--- src/rtl/ring_endpoint_pkg.sv ---
// Shared types for the ring endpoint: packet layout, counter widths and the
// inject-side FSM state encoding.
package ring_endpoint_pkg;
    localparam int NODE_ID_W = 8;
    localparam int CNT_W     = 16;
    localparam int DATA_W    = 128;

    typedef struct packed {
        logic [NODE_ID_W-1:0] src;
        logic [NODE_ID_W-1:0] dest;
        logic [DATA_W-1:0]    data;
    } pkt_t;

    typedef enum logic [1:0] {
        INJ_IDLE    = 2'd0,
        INJ_OFFER   = 2'd1,
        INJ_STARVED = 2'd2
    } inj_state_t;
endpackage

--- src/rtl/ring_endpoint_if.sv ---
// Core-side and ring-side handshake bundle of one ring endpoint.
//
// Handshake rules: a transfer happens on a rising clk edge where valid and
// ready (or accept) are both 1. The producer holds valid and its packet steady
// until that edge. The ring receive path (ring_rx_valid) has no backpressure:
// every pulse is a packet that must be taken or dropped in that cycle.
interface ring_endpoint_if;
    import ring_endpoint_pkg::*;

    logic core_valid;
    pkt_t core_pkt;
    logic core_ready;
    logic ring_valid;
    pkt_t ring_pkt;
    logic ring_accept;
    logic ring_rx_valid;
    pkt_t ring_rx_pkt;
    logic deliver_valid;
    pkt_t deliver_pkt;
    logic deliver_ready;

    modport slave (
        input  core_valid, core_pkt, ring_accept, ring_rx_valid, ring_rx_pkt, deliver_ready,
        output core_ready, ring_valid, ring_pkt, deliver_valid, deliver_pkt
    );

    modport master (
        output core_valid, core_pkt, ring_accept, ring_rx_valid, ring_rx_pkt, deliver_ready,
        input  core_ready, ring_valid, ring_pkt, deliver_valid, deliver_pkt
    );
endinterface

--- src/rtl/ring_ep_fifo.sv ---
// Synchronous FIFO with combinational head. A push into a full FIFO is taken
// when a pop happens in the same cycle (occupancy unchanged).
module ring_ep_fifo #(
    parameter int WIDTH = 8,
    parameter int DEPTH = 4
) (
    input  logic                   clk,
    input  logic                   reset,
    input  logic                   push,
    input  logic                   pop,
    input  logic [WIDTH-1:0]       din,
    output logic [WIDTH-1:0]       dout,
    output logic                   full,
    output logic                   empty,
    output logic [$clog2(DEPTH):0] count
);
    localparam int AW = $clog2(DEPTH);
    localparam logic [AW:0] FULL_CNT = (AW + 1)'(DEPTH);

    logic [WIDTH-1:0] mem [DEPTH];
    logic [AW-1:0]    wr_ptr;
    logic [AW-1:0]    rd_ptr;
    logic             do_push;
    logic             do_pop;

    assign empty   = (count == '0);
    assign full    = (count == FULL_CNT);
    assign do_pop  = pop & ~empty;
    assign do_push = push & (~full | do_pop);
    assign dout    = mem[rd_ptr];

    always_ff @(posedge clk) begin
        if (do_push) begin
            mem[wr_ptr] <= din;
        end
    end

    always_ff @(posedge clk) begin
        if (reset) begin
            wr_ptr <= '0;
            rd_ptr <= '0;
            count  <= '0;
        end else begin
            if (do_push) wr_ptr <= wr_ptr + 1'b1;
            if (do_pop)  rd_ptr <= rd_ptr + 1'b1;
            case ({do_push, do_pop})
                2'b10:   count <= count + 1'b1;
                2'b01:   count <= count - 1'b1;
                default: count <= count;
            endcase
        end
    end
endmodule

--- src/rtl/ring_endpoint.sv ---
// Core-side network interface of one ring node: injection queue with starvation
// watch, ejection queue with overflow/misroute flags, and traffic counters.
module ring_endpoint
    import ring_endpoint_pkg::*;
#(
    parameter int unsigned NODE_ID   = 0,
    parameter int unsigned INJ_DEPTH = 4,
    parameter int unsigned EJ_DEPTH  = 8,
    parameter int unsigned STALL_MAX = 64
) (
    input  logic                      clk,
    input  logic                      reset,
    ring_endpoint_if.slave            bus,
    output logic                      starve,
    output logic                      ej_overflow,
    output logic                      misroute,
    output logic [CNT_W-1:0]          tx_count,
    output logic [CNT_W-1:0]          rx_count,
    output inj_state_t                inj_state,
    output logic [$clog2(EJ_DEPTH):0] ej_level
);
    localparam int IAW = $clog2(INJ_DEPTH);
    localparam int CW  = $clog2(STALL_MAX + 1);
    localparam logic [CW-1:0]        STALL_LIM = CW'(STALL_MAX);
    localparam logic [CW-1:0]        STALL_PRE = CW'(STALL_MAX - 1);
    localparam logic [NODE_ID_W-1:0] NODE      = NODE_ID_W'(NODE_ID);

    pkt_t          inj_din;
    pkt_t          inj_dout;
    pkt_t          ej_dout;
    logic          inj_full, inj_empty, inj_push, inj_pop, inj_last;
    logic [IAW:0]  inj_count;
    logic          ej_full, ej_empty, ej_pop, ej_take;
    logic [CW-1:0] stall_cnt;

    always_comb begin
        inj_din     = bus.core_pkt;
        inj_din.src = NODE;
    end

    assign bus.core_ready    = ~inj_full;
    assign bus.ring_valid    = ~inj_empty;
    assign bus.ring_pkt      = inj_dout;
    assign bus.deliver_valid = ~ej_empty;
    assign bus.deliver_pkt   = ej_dout;

    assign inj_push = bus.core_valid & ~inj_full;
    assign inj_pop  = bus.ring_accept & ~inj_empty;
    // The queue drains on this edge only if the popped head was the last entry.
    assign inj_last = (inj_count == {{IAW{1'b0}}, 1'b1}) & ~inj_push;
    assign ej_pop   = bus.deliver_ready & ~ej_empty;
    assign ej_take  = bus.ring_rx_valid & (~ej_full | ej_pop);

    ring_ep_fifo #(.WIDTH($bits(pkt_t)), .DEPTH(INJ_DEPTH)) u_inj_fifo (
        .clk   (clk),
        .reset (reset),
        .push  (inj_push),
        .pop   (inj_pop),
        .din   (inj_din),
        .dout  (inj_dout),
        .full  (inj_full),
        .empty (inj_empty),
        .count (inj_count)
    );

    ring_ep_fifo #(.WIDTH($bits(pkt_t)), .DEPTH(EJ_DEPTH)) u_ej_fifo (
        .clk   (clk),
        .reset (reset),
        .push  (bus.ring_rx_valid),
        .pop   (ej_pop),
        .din   (bus.ring_rx_pkt),
        .dout  (ej_dout),
        .full  (ej_full),
        .empty (ej_empty),
        .count (ej_level)
    );

    always_ff @(posedge clk) begin
        if (reset) begin
            inj_state <= INJ_IDLE;
            stall_cnt <= '0;
            starve    <= 1'b0;
            tx_count  <= '0;
        end else if (inj_pop) begin
            tx_count  <= tx_count + 1'b1;
            stall_cnt <= '0;
            inj_state <= inj_last ? INJ_IDLE : INJ_OFFER;
        end else if (~inj_empty) begin
            if (stall_cnt != STALL_LIM) stall_cnt <= stall_cnt + 1'b1;
            if (stall_cnt == STALL_PRE || inj_state == INJ_STARVED) begin
                inj_state <= INJ_STARVED;
                starve    <= 1'b1;
            end else begin
                inj_state <= INJ_OFFER;
            end
        end else begin
            inj_state <= INJ_IDLE;
            stall_cnt <= '0;
        end
    end

    always_ff @(posedge clk) begin
        if (reset) begin
            rx_count    <= '0;
            ej_overflow <= 1'b0;
            misroute    <= 1'b0;
        end else begin
            if (ej_take) rx_count <= rx_count + 1'b1;
            if (bus.ring_rx_valid & ~ej_take) ej_overflow <= 1'b1;
            if (bus.ring_rx_valid && bus.ring_rx_pkt.dest != NODE) misroute <= 1'b1;
        end
    end
endmodule
--- src/flat_wrapper.sv ---
// flat-port wrapper written by rule: the top's interface ports become plain ports
module ring_endpoint_flat import ring_endpoint_pkg::*;
#(
    parameter int unsigned NODE_ID   = 0,
    parameter int unsigned INJ_DEPTH = 4,
    parameter int unsigned EJ_DEPTH  = 8,
    parameter int unsigned STALL_MAX = 64
)
  (clk, reset, starve, ej_overflow, misroute, tx_count, rx_count, inj_state, ej_level, bus_core_valid, bus_core_pkt, bus_ring_accept, bus_ring_rx_valid, bus_ring_rx_pkt, bus_deliver_ready, bus_core_ready, bus_ring_valid, bus_ring_pkt, bus_deliver_valid, bus_deliver_pkt);
  ring_endpoint_if bus_i ();
  input  logic clk;
  input  logic reset;
  output logic starve;
  output logic ej_overflow;
  output logic misroute;
  output logic [CNT_W-1:0] tx_count;
  output logic [CNT_W-1:0] rx_count;
  output inj_state_t inj_state;
  output logic [$clog2(EJ_DEPTH):0] ej_level;
  input wire logic [$bits(bus_i.core_valid)-1:0] bus_core_valid;
  input wire logic [$bits(bus_i.core_pkt)-1:0] bus_core_pkt;
  input wire logic [$bits(bus_i.ring_accept)-1:0] bus_ring_accept;
  input wire logic [$bits(bus_i.ring_rx_valid)-1:0] bus_ring_rx_valid;
  input wire logic [$bits(bus_i.ring_rx_pkt)-1:0] bus_ring_rx_pkt;
  input wire logic [$bits(bus_i.deliver_ready)-1:0] bus_deliver_ready;
  output wire logic [$bits(bus_i.core_ready)-1:0] bus_core_ready;
  output wire logic [$bits(bus_i.ring_valid)-1:0] bus_ring_valid;
  output wire logic [$bits(bus_i.ring_pkt)-1:0] bus_ring_pkt;
  output wire logic [$bits(bus_i.deliver_valid)-1:0] bus_deliver_valid;
  output wire logic [$bits(bus_i.deliver_pkt)-1:0] bus_deliver_pkt;
  assign bus_i.core_valid = bus_core_valid;
  assign bus_i.core_pkt = bus_core_pkt;
  assign bus_i.ring_accept = bus_ring_accept;
  assign bus_i.ring_rx_valid = bus_ring_rx_valid;
  assign bus_i.ring_rx_pkt = bus_ring_rx_pkt;
  assign bus_i.deliver_ready = bus_deliver_ready;
  assign bus_core_ready = bus_i.core_ready;
  assign bus_ring_valid = bus_i.ring_valid;
  assign bus_ring_pkt = bus_i.ring_pkt;
  assign bus_deliver_valid = bus_i.deliver_valid;
  assign bus_deliver_pkt = bus_i.deliver_pkt;
  ring_endpoint #(.NODE_ID(NODE_ID), .INJ_DEPTH(INJ_DEPTH), .EJ_DEPTH(EJ_DEPTH), .STALL_MAX(STALL_MAX)) u_core (.clk(clk), .reset(reset), .bus(bus_i), .starve(starve), .ej_overflow(ej_overflow), .misroute(misroute), .tx_count(tx_count), .rx_count(rx_count), .inj_state(inj_state), .ej_level(ej_level));
endmodule
--- config.mk ---
export PLATFORM = sky130hd
export DESIGN_NAME = ring_endpoint_flat
export DESIGN_NICKNAME = d
export VERILOG_FILES = /design/src/rtl/ring_endpoint_pkg.sv /design/src/rtl/ring_endpoint_if.sv /design/src/rtl/ring_ep_fifo.sv /design/src/rtl/ring_endpoint.sv /design/src/flat_wrapper.sv
export SDC_FILE = /design/constraint.sdc
export NUM_CORES = 1
export LEC_CHECK = 0
export CORE_MARGIN = 3
export CORE_UTILIZATION = 55
export CTS_CLUSTER_DIAMETER = 150
export DETAILED_ROUTE_END_ITERATION = 8
export DONT_BUFFER_PORTS = 1
export PLACE_DENSITY = 0.77
export SLEW_MARGIN = 20
export SYNTH_ARGS = -nofsm -noshare
export SYNTH_HDL_FRONTEND = slang
export SYNTH_HIERARCHICAL = 1
export SYNTH_SLANG_ARGS = --single-unit
--- constraint.sdc ---
create_clock -name clk -period 38.8 [get_ports clk]
set_clock_uncertainty 0.05 [all_clocks]
set_input_delay 5.82 -clock clk [delete_from_list [all_inputs] [get_ports clk]]
set_output_delay 5.82 -clock clk [all_outputs]
set_load 0.005 [all_outputs]
* After elaboration in Yosys (flattened, before gate mapping)
Memory sizes are Yosys's and may differ from the RTL's. A register that Yosys moved wholly into a read port is not among the register bits.
Cells that the tools add are included.
** Storage, ports and cells
- RAM bits :: 1696
- Word-level logic and storage cells :: 79
- Memories kept :: 2
- Bits in registers :: 61
** Operators by class
- Equality and inequality tests :: 10
- Mux-type cells :: 14
- Bitwise logic cells :: 20
- $add $sub $neg :: 11
- Reductions and logical operators :: 9
** Memories
- u_core.u_ej_fifo.mem :: words 8, width 144, read ports 1, clocked after memory_dff 1, wr ports 1, RTL line ring_ep_fifo.sv:20 : logic [WIDTH-1:0] mem [DEPTH];
- u_core.u_inj_fifo.mem :: words 4, width 136, read ports 1, clocked after memory_dff 1, wr ports 1, RTL line ring_ep_fifo.sv:20
** Operator list (number)
- $add 16x1->16 const B :: 2
- $and 1x1->1 :: 10
- $mux 2 :: 5
- $add 3x1->3 const B :: 3
- $pmux 4 s2 :: 1
- $reduce_bool 8->1 :: 1
- $add 7x1->7 const B :: 1
- $eq 7x6->1 const B :: 1
- $ne 7x7->1 const B :: 1
- $not 1->1 :: 7
- $eq 2x2->1 const B :: 3
- $mux 3 :: 2
- $pmux 3 s2 :: 1
- $mux 1 :: 5
- $add 2x1->2 const B :: 2
- $add 4x1->4 const B :: 1
- $eq 2x1->1 const B :: 2
- $eq 4x4->1 const B :: 1
- $logic_not 4->1 :: 1
- $reduce_bool 2->1 :: 2
- $sub 4x1->4 const B :: 1
- $eq 3x1->1 const B :: 1
- $eq 3x3->1 const B :: 1
- $logic_not 3->1 :: 1
- 6 further kinds :: 8

* Logic depth before layout (Yosys ltp)
Gate-level depths: netlist of the first run.
- Depth in word-level cells :: 8
- Gate-level depth with buffers :: 15
- Mapped depth without buffers :: 12

* Cells and area by module
The synthesis of the first run kept the hierarchy.
** Modules (own cells, without submodules)
- ring_ep_fifo at u_core.u_ej_fifo :: cells each 1750, seq. area each 34853.4 µm², area an instance 43938.4 µm², times used 1
- ring_ep_fifo at u_core.u_inj_fifo :: cells each 806, seq. area each 17476.8 µm², area an instance 21220.4 µm², times used 1
- ring_endpoint :: cells each 229, seq. area each 880.8 µm², area an instance 2047.0 µm², times used 1

* Least setup slack after synthesis of the first run
Ideal clock, no wire load.
- Kind :: input -> register
- From :: input port bus_deliver_ready
- To :: memory u_core/u_ej_fifo/mem[0][0] in the netlist's numbering, enable pin
- Path buffers :: 2
- Stages :: 8
- Library setup time :: 824 ps
- Slack :: 21369 ps
- Arrival :: 16557 ps
- Path through :: nand2b_4 -> buf_6 -> inv_1 -> clkbuf_1 -> nand2b_1 -> o21ai_1 -> or2_1 -> nor3_1
** On the way
- Cells in the longest elaborated chain, start to end :: 6
** Ends and longest elaborated chain
- start, declared :: RTL line flat_wrapper.sv:25 : input wire logic [$bits(bus_i.deliver_ready)-1:0] bus_deliver_ready;
- $and 1x1->1 :: RTL line ring_endpoint.sv:51 : assign ej_pop = bus.deliver_ready & ~ej_empty;
- via u_core.ej_pop :: RTL line ring_endpoint.sv:33 : logic ej_full, ej_empty, ej_pop, ej_take;
- $and 1x1->1 :: RTL line ring_ep_fifo.sv:28 : assign do_pop = pop & ~empty;
- $or 1x1->1 :: RTL line ring_ep_fifo.sv:29 : assign do_push = push & (~full | do_pop);
- $and 1x1->1 :: RTL line ring_ep_fifo.sv:29
- $mux 1 :: RTL line ring_ep_fifo.sv:33 : if (do_push) begin
- $mux 1 (not written as such) :: RTL line ring_ep_fifo.sv:34 : mem[wr_ptr] <= din;
- end, declared :: RTL line ring_ep_fifo.sv:20
The timed path passes the listed nets, and every way through them passes these cells.

==> metrics.md, run 1 <==
| Metric | Value |
|---|---|
| #FFs+latches synth | `about 1800` |
| Hold WC Path Type | `register to register` |
| Initial antenna violation count | `4` |
| Area grow syn2layout | `11.1%` |
| Largest net degree at the start of global routing | `roughly 160` |
| Worst-skew pair later-pin latency | `0.78 ns` |
| First-pass DRT Iterations | `5` |
| Longest Clk Path Bufs | `3` |
| Hold Violations, Final | `0` |
| DRC Markers | `0` |
| Fmax | `roughly 0.1 GHz` |
| Crit path DAT | `between 4 and 5 ns` |
| Grt ovf | `0` |
| Clock buffers created by TritonCTS | `approximately 170` |
| TritonCTS clock tree | `yes` |
| CP Max Fanout | `approximately 120` |
| Worst-Margin Slew | `around 1.1 ns` |
| Syn_area_per_cell | `24.1 um2` |
| Nets@finish | `between 3000 and 4000` |
| DP HPWL | `84900 um` |
| Crit path cell chain | `buf_4 -> buf_12 -> mux4_2 -> mux2_2` |
| Reg2Reg Setup Slack | `roughly 34 ns` |
| Placed Area | `approximately 69000 um2` |
| Post-route design area | `roughly 75000 um2` |
| Final Slew Violations | `0` |
| Core footprint | `121000 um2` |
| Status | `finished clean` |
| RSZ-0062 raised after global routing | `no` |
| Post-cts resize count | `0` |
| Synth unique cells | `a little under 60` |
| H-tree Lvls | `4` |
| Crit path required time | `about 33 ns` |
| Post-route ant nets | `0` |
| Post-synth EDFFs | `around 1700` |
| Post-Route WL | `between 100000 and 150000 um` |
| Endpoint class of the critical path | `primary output` |
| WS Path Type | `register to primary output` |
| GP Congestion | `between 0.8 and 0.9` |
| CTS Hold Bufs | `0` |
| Power Total | `between 4000 and 5000 uW` |
| Peak supply drop | `0.0591 mV` |
| Ys Warns | `6` |
| Total track usage | `a little under a quarter` |
| Synth Cell Area | `67200 um2` |
| Die area | `about 130000 um2` |
| Min Hold Slack | `0.440 ns` |
| Slew margin rel. | `between 20% and 30%` |
| Num ports | `626` |
| Root buffer cell | `clkbuf_16` |
| Vias post-DR | `between 20000 and 30000` |
| Final min period | `about 10 ns` |
| Vias per cell | `about 6.2` |
| Setup violations, final | `0` |
| Asr flop ratio synth | `0%` |
| Worst-path clk slew | `about 0.060 ns` |
| CP max stage cell | `dfxtp_4` |
| Vias in the first global route | `30900` |
| Instance count of the mapped netlist | `between 2000 and 3000` |
| Die W | `approximately 360 um` |
| Die height | `356 um` |
| Setup Fix Bufs, Post-CTS | `0` |
| Proportion of layout cells with a drive suffix above 1 | `29.4%` |
| IO buf count | `0` |
| Synth Flop Type | `edfxtp_1` |
| Fin crit share | `roughly a quarter` |
| Clock sinks | `~1800` |
| Post-route setup TNS | `0 ns` |
| Initial Utilization | `a little under three fifths` |
| Max-cap violations | `0` |
| First-pass GRT wire length | `216000 um` |
| Register area share after synthesis | `about four fifths` |
| Max incr delay on CP | `approximately 0.92 ns` |
| Critical path launch point type | `register` |
| Num rows | `roughly 130` |
| Pwr Density | `~62 nW/um2` |
| P_leak | `roughly 0.023 uW` |
| DR iter-0 viols | `roughly 3000` |
| N_diodes | `0` |
| Avg WL per Cell | `32.0 um` |
==> critical path: cells and delay by family, from the launching register on <==
kind / cells / cell delay, ns
buf+inv: 2 / 1.44
mux: 2 / 0.93
flops: 1 / 0.92
==> stage by stage <==
step,setup slack [ns],util (%),cells
floorplan,21.37,-,2816
global placement,28.90,57.2,4345
detailed placement,28.80,57.2,4345
CTS,28.34,61.8,4666
global route,28.09,61.9,4669
finish,28.51,61.9,4669
==> cell usage after synthesis, types with 6 or more instances <==
cell type | instances | area, um2
a21oi_1 | 16 | 80.1
and2_1 | 7 | 43.8
buf_1 | 16 | 60.1
buf_2 | 38 | 190
buf_6 | 34 | 383
clkbuf_1 | 36 | 135
dfxtp_1 | 66 | 1320
edfxtp_1 | 1728 | 51900
ha_1 | 13 | 163
inv_1 | 26 | 97.6
mux2_2 | 146 | 1640
mux2i_1 | 7 | 70.1
mux4_2 | 432 | 9730
nand2_1 | 14 | 52.6
nand2b_1 | 6 | 37.5
nand3_1 | 11 | 55.1
nand4_1 | 13 | 81.3
nor2_1 | 56 | 210
o21ai_0 | 7 | 35.0
or3_1 | 8 | 50.1
xnor2_1 | 12 | 105
xor2_1 | 22 | 193
==> registers in the layout (all words and copies together), names as in the netlist, named ones only <==
name	flops
u_core/u_ej_fifo/count	4
u_core/starve	1
u_core/inj_state	2
u_core/rx_count	16
u_core/tx_count	16
u_core/u_ej_fifo/wr_ptr	3
u_core/stall_cnt	7
u_core/u_inj_fifo/count	3
u_core/u_inj_fifo/wr_ptr	2
u_core/ej_overflow	1
u_core/u_ej_fifo/mem	1152
u_core/misroute	1
u_core/u_ej_fifo/rd_ptr	3
u_core/u_inj_fifo/mem	576
u_core/u_inj_fifo/rd_ptr	2
==> layout by cell type, fill, tap and decap left out, drive strengths merged, types with 5 or more instances in the layout <==
| cell | n |
|---|---|
| edfxtp | 1728 |
| mux4 | 432 |
| clkbuf | 216 |
| mux2 | 146 |
| clkinv | 74 |
| dfxtp | 66 |
| nor2 | 56 |
| buf | 46 |
| conb | 32 |
| inv | 31 |
| xor2 | 22 |
| a21oi | 16 |
| bufinv | 14 |
| nand2 | 14 |
| nand4 | 14 |
| ha | 13 |
| clkinvlp | 12 |
| xnor2 | 12 |
| nand3 | 12 |
| or3 | 10 |
| o21ai | 9 |
| mux2i | 7 |
| nand2b | 7 |
| and2 | 7 |
| a211oi | 6 |
| o31ai | 5 |
| and3 | 5 |
| nor3 | 5 |
==> worst paths after layout <==
check | startpoint | to | cells after the start
setup / recovery | register | bus_deliver_pkt[112] | 4
hold / removal | u_core/u_inj_fifo/rd_ptr[1] | register | 2
setup reg to reg | u_core/u_ej_fifo/count[1] | u_core/u_ej_fifo/mem[2][113] | 11
hold reg to reg | u_core/u_inj_fifo/rd_ptr[1] | register | 2
==> per-layer routing <==
metal	GRT usage, %	wire length, um	vias to the layer above
li1	-	-	12000
met1	27.8	50600	15300
met2	40.2	77100	1380
met3	8.17	14200	322
met4	10.7	7490	4
met5	0	27	-
==> layout make-up <==
type	count	area [um2]
Clock buffer	216	4590
Clock inverter	105	993
Fill cell	7568	45900
Inverter	26	97.6
Multi-Input combinational cell	870	13300
Sequential cell	1794	53200
Tap cell	1612	2020
Timing Repair Buffer	46	454
==> where the power goes <==
group	internal (uW)	switching (uW)
logic	328	371
registers	2260	57.5
clock network	937	710
==> logic make-up after synthesis <==
kind of cell             after synthesis  synth area share (%)
multiplexers                         585                  17.0
other                                  1               0.00558
AO/OA/AOI/OAI                         52                 0.510
flip-flops                          1794                  79.2
buffers and inverters                152                  1.31
adder cells (fa/ha/maj)               15                 0.302
XOR/XNOR                              34                 0.443
AND/OR/NAND/NOR                      152                  1.23
Note: power is estimated with default switching activity, not from simulation.
==> run 2, diff against run 1 <==
--- a/config.mk
+++ b/config.mk
@@ -10,7 +10,7 @@
 export CTS_CLUSTER_DIAMETER = 150
 export DETAILED_ROUTE_END_ITERATION = 8
 export DONT_BUFFER_PORTS = 1
-export PLACE_DENSITY = 0.77
+export PLACE_DENSITY = 0.8
 export SLEW_MARGIN = 20
 export SYNTH_ARGS = -nofsm -noshare
 export SYNTH_HDL_FRONTEND = slang
==> constraint.sdc (replaced) <==
create_clock -name clk -period 8.31 [get_ports clk]
set_clock_uncertainty 0.05 [all_clocks]
set_input_delay 1.2465 -clock clk [delete_from_list [all_inputs] [get_ports clk]]
set_output_delay 1.2465 -clock clk [all_outputs]
set_load 0.005 [all_outputs]
==> metrics.md, run 2 (same netlist as run 1, synthesis figures left out) <==
| Metric | Value |
|---|---|
| DRC Markers | `0 (unchanged)` |
| Vias per cell | `6.41 (+3.0%)` |
| Crit path required time | `7.01 ns (-25.92 ns)` |
| Fin crit share | `59.8%` |
| Worst-path clk slew | `0.06 ns (about the same)` |
| Num rows | `127 (unchanged)` |
| Status | `finished clean` |
| TritonCTS clock tree | `yes` |
| Post-route ant nets | `0 (unchanged)` |
| Crit path DAT | `3.67 ns (-0.75 ns)` |
| Core footprint | `121000 um2 (unchanged)` |
| Nets@finish | `3202 (-0.53%)` |
| H-tree Lvls | `4 (unchanged)` |
| Final Util | `61.7% (-0.20 points)` |
| Setup violations, final | `0 (unchanged)` |
| Die W | `356 um (unchanged)` |
| First-pass DRT Iterations | `5 (unchanged)` |
| Reg power frac | `50.1% (+0.4 points)` |
| Vias post-DR | `29700 (+2.4%)` |
| WS Path Type | `register to primary output` |
| Final Non-Filler Cells | `4642 (-0.58%)` |
| Clk pwr share | `34.8% (-0.5 points)` |
| Avg WL per Cell | `33.8 um (+5.7%)` |
| Largest net degree at the start of global routing | `164 (+1.9%)` |
| Top reg by flops | `u_core/u_ej_fifo/mem` |
| Placed Area | `69100 um2 (about the same)` |
| Most frequent cells in the layout | `edfxtp_1, mux4_2, clkbuf_16` |
| Initial Utilization | `55.7% (unchanged)` |
| Worst-skew pair later-pin latency | `0.79 ns (about the same)` |
| Max-cap violations | `0 (unchanged)` |
| First-pass GRT wire length | `226000 um (+4.8%)` |
| Vias in the first global route | `31200 (+1.0%)` |
| Switching share of power | `25.0% (+0.56 points)` |
| Crit path cell chain | `buf_4 -> buf_4 -> mux4_2` |
| Placed cells | `4334 (-0.25%)` |
| RSZ-0062 raised after global routing | `no` |
| Worst-Margin Slew | `1.18 ns (+0.0582 ns)` |
| Num ports | `626 (unchanged)` |
| IO buf count | `0 (unchanged)` |
| Die height | `356 um (unchanged)` |
| Slew margin rel. | `21.1% (-3.9 points)` |
| Max incr delay on CP | `0.83 ns (-0.09 ns)` |
| Die area | `126000 um2 (unchanged)` |
| Max FFs per register | `1152 (unchanged)` |
| Multi-input gate area | `13300 um2 (about the same)` |
| GP Congestion | `0.806 (-3.7%)` |
| Setup Fix Bufs, Post-CTS | `0 (unchanged)` |
| Peak supply drop | `0.218 mV (+270%)` |
| CP Max Fanout | `53 (-55%)` |
| Reg-to-Reg Start | `u_core/u_ej_fifo/count[1]` |
| Hold Crit Start | `u_core/u_inj_fifo/rd_ptr[1]` |
| Final min period | `4.97 ns` |
| P_leak | `0.0226 uW (-0.72%)` |
| Area grow syn2layout | `10.7%` |
| Critical path launch point type | `register` |
| NetSw | `5410 uW (+380%)` |
| CP max stage cell | `dfxtp_4` |
| Min Hold Slack | `0.429 ns (-0.0117 ns)` |
| CTS Hold Bufs | `0 (unchanged)` |
| Hold Violations, Final | `0 (unchanged)` |
| Clock buffers created by TritonCTS | `168 (-2.3%)` |
| CP dominant cell by count | `buf_4` |
| Total track usage | `25.0% (+1.1 points)` |
| Post-route design area | `74400 um2 (-0.33%)` |
| Endpoint class of the critical path | `primary output` |
| Proportion of layout cells with a drive suffix above 1 | `28.8% (-0.55 points)` |
| P_int | `16300 uW (+360%)` |
| Sequential Area | `53200 um2 (unchanged)` |
| Root buffer cell | `clkbuf_16` |
| Setup ws final | `3.34 ns (-25.17 ns)` |
| Filler Cell Count | `7495 (-0.96%)` |
| Pwr Density | `291 nW/um2 (+370%)` |
| Grt ovf | `0 (unchanged)` |
| DP HPWL | `84500 um (-0.55%)` |
| Dpl ws | `3.68 ns (-25.11 ns)` |
| Most common cell after layout, fill and taps aside | `edfxtp_1` |
| Hold WC Path Type | `register to register` |
| Post-cts resize count | `0 (unchanged)` |
| DR iter-0 viols | `3410 (+11%)` |
| Final Slew Violations | `0 (unchanged)` |
| Comb power frac | `15.2% (+0.2 points)` |
| Longest Clk Path Bufs | `3 (unchanged)` |
| Post-Route WL | `157000 um (+5.1%)` |
| Clock sinks | `1794 (unchanged)` |
| Initial antenna violation count | `3 (-1)` |
| Fmax | `0.201 GHz` |
| Top flop regs | `u_core/u_ej_fifo/mem (1152), u_core/u_inj_fifo/mem (576)` |
run 2: final timing paths:
kind | to | slack [ns] | cells after the start
worst max-delay path | bus_ring_pkt[29] | 3.34 | 3
worst min-delay path | register | 0.43 | 2
worst max register to register | u_core/u_ej_fifo/mem[6][93] | 3.98 | 9
worst min register to register | register | 0.43 | 2
run 2: power groups by stage:
stage	sequential [uW]	combinational (uW)	clock (uW)
2_1_floorplan	10900	2600	0
3_3_place_gp	10900	3170	0
3_5_place_dp	11000	3270	0
4_1_cts	10900	3340	7640
5_1_grt	10900	3480	7950
6_report	10800	3290	7530
run 2: cell type report:
class | count | area share [%]
diodes | 1 | 0.00336
clock buffers | 204 | 5.96
clock inverters | 102 | 1.22
inverters | 26 | 0.131
multi-input cells | 870 | 17.9
flip-flops and latches | 1794 | 71.5
well taps | 1612 | 2.71
repair buffers | 33 | 0.578
run 2: routing by layer:
metal	track usage [%]	up-vias	routed length, um
li1	-	12000	-
met1	28.8	15800	50900
met2	43.3	1688	83900
met3	7.86	306	15100
met4	10.4	0	6990
met5	0	-	0
run 2: through the flow:
step / setup TNS, ns / total power (uW)
finish: 0 / 21700
global route: 0 / 22300
CTS: 0 / 21800
detailed placement: 0 / 14300
global placement: 0 / 14100
floorplan: -440.72 / 13500
run 2: critical path: cells and delay by family (launching register included):
family,cells,cell delay [ns]
buf+inv,2,1.47
flops,1,0.83
mux,1,0.50
==> run 3, diff against run 2 <==
--- a/config.mk
+++ b/config.mk
@@ -10,7 +10,7 @@
 export CTS_CLUSTER_DIAMETER = 150
 export DETAILED_ROUTE_END_ITERATION = 8
 export DONT_BUFFER_PORTS = 1
-export PLACE_DENSITY = 0.8
+export PLACE_DENSITY = 0.77
 export SLEW_MARGIN = 20
 export SYNTH_ARGS = -nofsm -noshare
 export SYNTH_HDL_FRONTEND = slang
==> constraint.sdc (replaced) <==
create_clock -name clk -period 4.99 [get_ports clk]
set_clock_uncertainty 0.05 [all_clocks]
set_input_delay 0.7485 -clock clk [delete_from_list [all_inputs] [get_ports clk]]
set_output_delay 0.7485 -clock clk [all_outputs]
set_load 0.005 [all_outputs]
==> metrics.md, run 3 (same netlist as run 1, synthesis figures left out) <==
| Metric | Value |
|---|---|
| Met1 WL | `55100 um (+8.3%)` |
| Die height | `356 um (unchanged)` |
| Max FFs per register | `1152 (unchanged)` |
| Peak supply drop | `0.518 mV (+140%)` |
| Crit path DAT | `3.20 ns (-0.47 ns)` |
| Die W | `356 um (unchanged)` |
| IO buf count | `0 (unchanged)` |
| Post-cts resize count | `0 (unchanged)` |
| Vias in the first global route | `32700 (+4.6%)` |
| H-tree Lvls | `4 (unchanged)` |
| Hold Violations, Final | `0 (unchanged)` |
| Final Util | `64.6% (+2.9 points)` |
| Reg-to-Reg Start | `u_core/u_ej_fifo/count[0]` |
| Crit path cell chain | `buf_4 -> mux4_2 -> mux2_2` |
| Met3 WL | `12800 um (-15%)` |
| Post-route design area | `78000 um2 (+4.8%)` |
| Worst-Margin Slew | `1.08 ns (-0.102 ns)` |
| P_leak | `0.0241 uW (+6.5%)` |
| Filler Cell Count | `7224 (-3.6%)` |
| RSZ-0062 raised after global routing | `no` |
| GP Congestion | `0.804 (-0.24%)` |
| Vias per cell | `6.26 (-2.2%)` |
| Setup violations, final | `0 (unchanged)` |
| WS Path Type | `register to primary output` |
| Cell depth of the worst setup path | `3 (unchanged)` |
| Final Slew Violations | `0 (unchanged)` |
| Num rows | `127 (unchanged)` |
| Max-cap violations | `0 (unchanged)` |
| Root buffer cell | `clkbuf_16` |
| Grt ovf | `0 (unchanged)` |
| Initial antenna violation count | `22 (+19)` |
| Largest net degree at the start of global routing | `120 (-27%)` |
| First-pass GRT wire length | `232000 um (+2.8%)` |
| Crit path required time | `4.19 ns (-2.82 ns)` |
| Die area | `126000 um2 (unchanged)` |
| Core footprint | `121000 um2 (unchanged)` |
| Worst-skew pair later-pin latency | `0.78 ns (about the same)` |
| Pwr Density | `473 nW/um2 (+62%)` |
| Critical path launch point type | `register` |
| DP HPWL | `87900 um (+4.1%)` |
| Top reg by flops | `u_core/u_ej_fifo/mem` |
| Met2 WL | `84200 um (+0.32%)` |
| Longest Clk Path Bufs | `3 (unchanged)` |
| Worst-path clk slew | `0.06 ns (about the same)` |
| RR Endpoint | `u_core/u_ej_fifo/mem[5][95]` |
| Reg2Reg Setup Slack | `1.03 ns (-2.95 ns)` |
| Most frequent cells in the layout | `edfxtp_1, mux4_2, dlygate4sd3_1` |
| Most common cell after layout, fill and taps aside | `edfxtp_1` |
| Hold WC Path Type | `input port to register` |
| CTS Hold Bufs | `282 (+282)` |
| Max incr delay on CP | `0.79 ns (-0.04 ns)` |
| Endpoint class of the critical path | `primary output` |
| Multi-input gate area | `13300 um2 (+0.18%)` |
| Total track usage | `25.4% (+0.44 points)` |
| Placed Area | `69600 um2 (+0.72%)` |
| DR iter-0 viols | `3524 (+3.3%)` |
| Vias post-DR | `31100 (+4.6%)` |
| Proportion of layout cells with a drive suffix above 1 | `27.3% (-1.5 points)` |
| Area grow syn2layout | `16.0%` |
| Top Layer Used | `met5` |
| Top flop regs | `u_core/u_ej_fifo/mem (1152), u_core/u_inj_fifo/mem (576)` |
| CP Max Fanout | `33 (-38%)` |
| Clock sinks | `1794 (unchanged)` |
| Post-route ant nets | `0 (unchanged)` |
| Final Non-Filler Cells | `4967 (+7.0%)` |
| Sequential Area | `53200 um2 (about the same)` |
| Clock buffers created by TritonCTS | `170 (+1.2%)` |
| CP max stage cell | `dfxtp_4` |
| Num ports | `626 (unchanged)` |
| Status | `finished clean` |
| Setup Fix Bufs, Post-CTS | `0 (unchanged)` |
| Avg WL per Cell | `32.2 um (-4.9%)` |
| Fin crit share | `80.2%` |
| Placed cells | `4364 (+0.69%)` |
| Top delay family on crit path | `multiplexers` |
| Final min period | `4.00 ns` |
| Initial Utilization | `55.7% (unchanged)` |
| Bufs and invs on worst path | `1 (-1)` |
| DRC Markers | `0 (unchanged)` |
| Nets@finish | `3515 (+9.8%)` |
| Fmax | `around 0.25 GHz` |
| First-pass DRT Iterations | `6 (+1)` |
| Reg2Reg Depth | `9 (unchanged)` |
| Slew margin rel. | `27.9% (+6.8 points)` |
| Post-Route WL | `160000 um (+1.8%)` |
| TritonCTS clock tree | `yes` |
| Setup crit end | `bus_deliver_pkt[89]` |
[run 3: area by class of cell]
class | count | share of cell area [%]
flip-flops and latches | 1794 | 68.3
well taps | 1612 | 2.59
clock inverters | 88 | 1.36
multi-input cells | 870 | 17.1
repair buffers | 344 | 4.74
clock buffers | 217 | 5.75
inverters | 26 | 0.125
diodes | 16 | 0.0514
[run 3: worst min path at each step]
stage                                start                 end  slack [ns]  cells after the start
6_report                 bus_ring_rx_valid  u_core/ej_overflow         0.1                      2
2_1_floorplan                u_core/starve       u_core/starve        0.40                      1
4_1_cts                  bus_ring_rx_valid  u_core/ej_overflow        0.03                      2
3_5_place_dp                 u_core/starve       u_core/starve        0.44                      1
5_1_grt                  bus_ring_rx_valid  u_core/ej_overflow        0.08                      2
3_3_place_gp   u_core/u_inj_fifo/rd_ptr[1]            register        0.41                      2
[run 3: where the power goes]
group	leakage [uW]	total, uW	internal, uW	switching (uW)
clock	0.00268	12900	7290	5590
sequential	0.0163	18100	17600	503
combinational	0.00513	5920	2780	3140
[run 3: per-stage QoR]
step | worst slack, ns | power [uW] | TNS [ns] | hold slack, ns
4_1_cts | 0.824 | 37100 | 0 | 0.0294
2_1_floorplan | -0.842 | 22500 | -1003.48 | 0.401
3_5_place_dp | 1.26 | 23900 | 0 | 0.440
3_3_place_gp | 1.05 | 23600 | 0 | 0.407
5_1_grt | 0.729 | 38100 | 0 | 0.0820
6_report | 0.990 | 36900 | 0 | 0.0995
[run 3: routing by layer]
metal  track usage, %  vias up
li1                 -    12600
met1             30.5    16300
met2             44.0     1763
met3             6.35      374
met4             10.8       10
met5                0        -
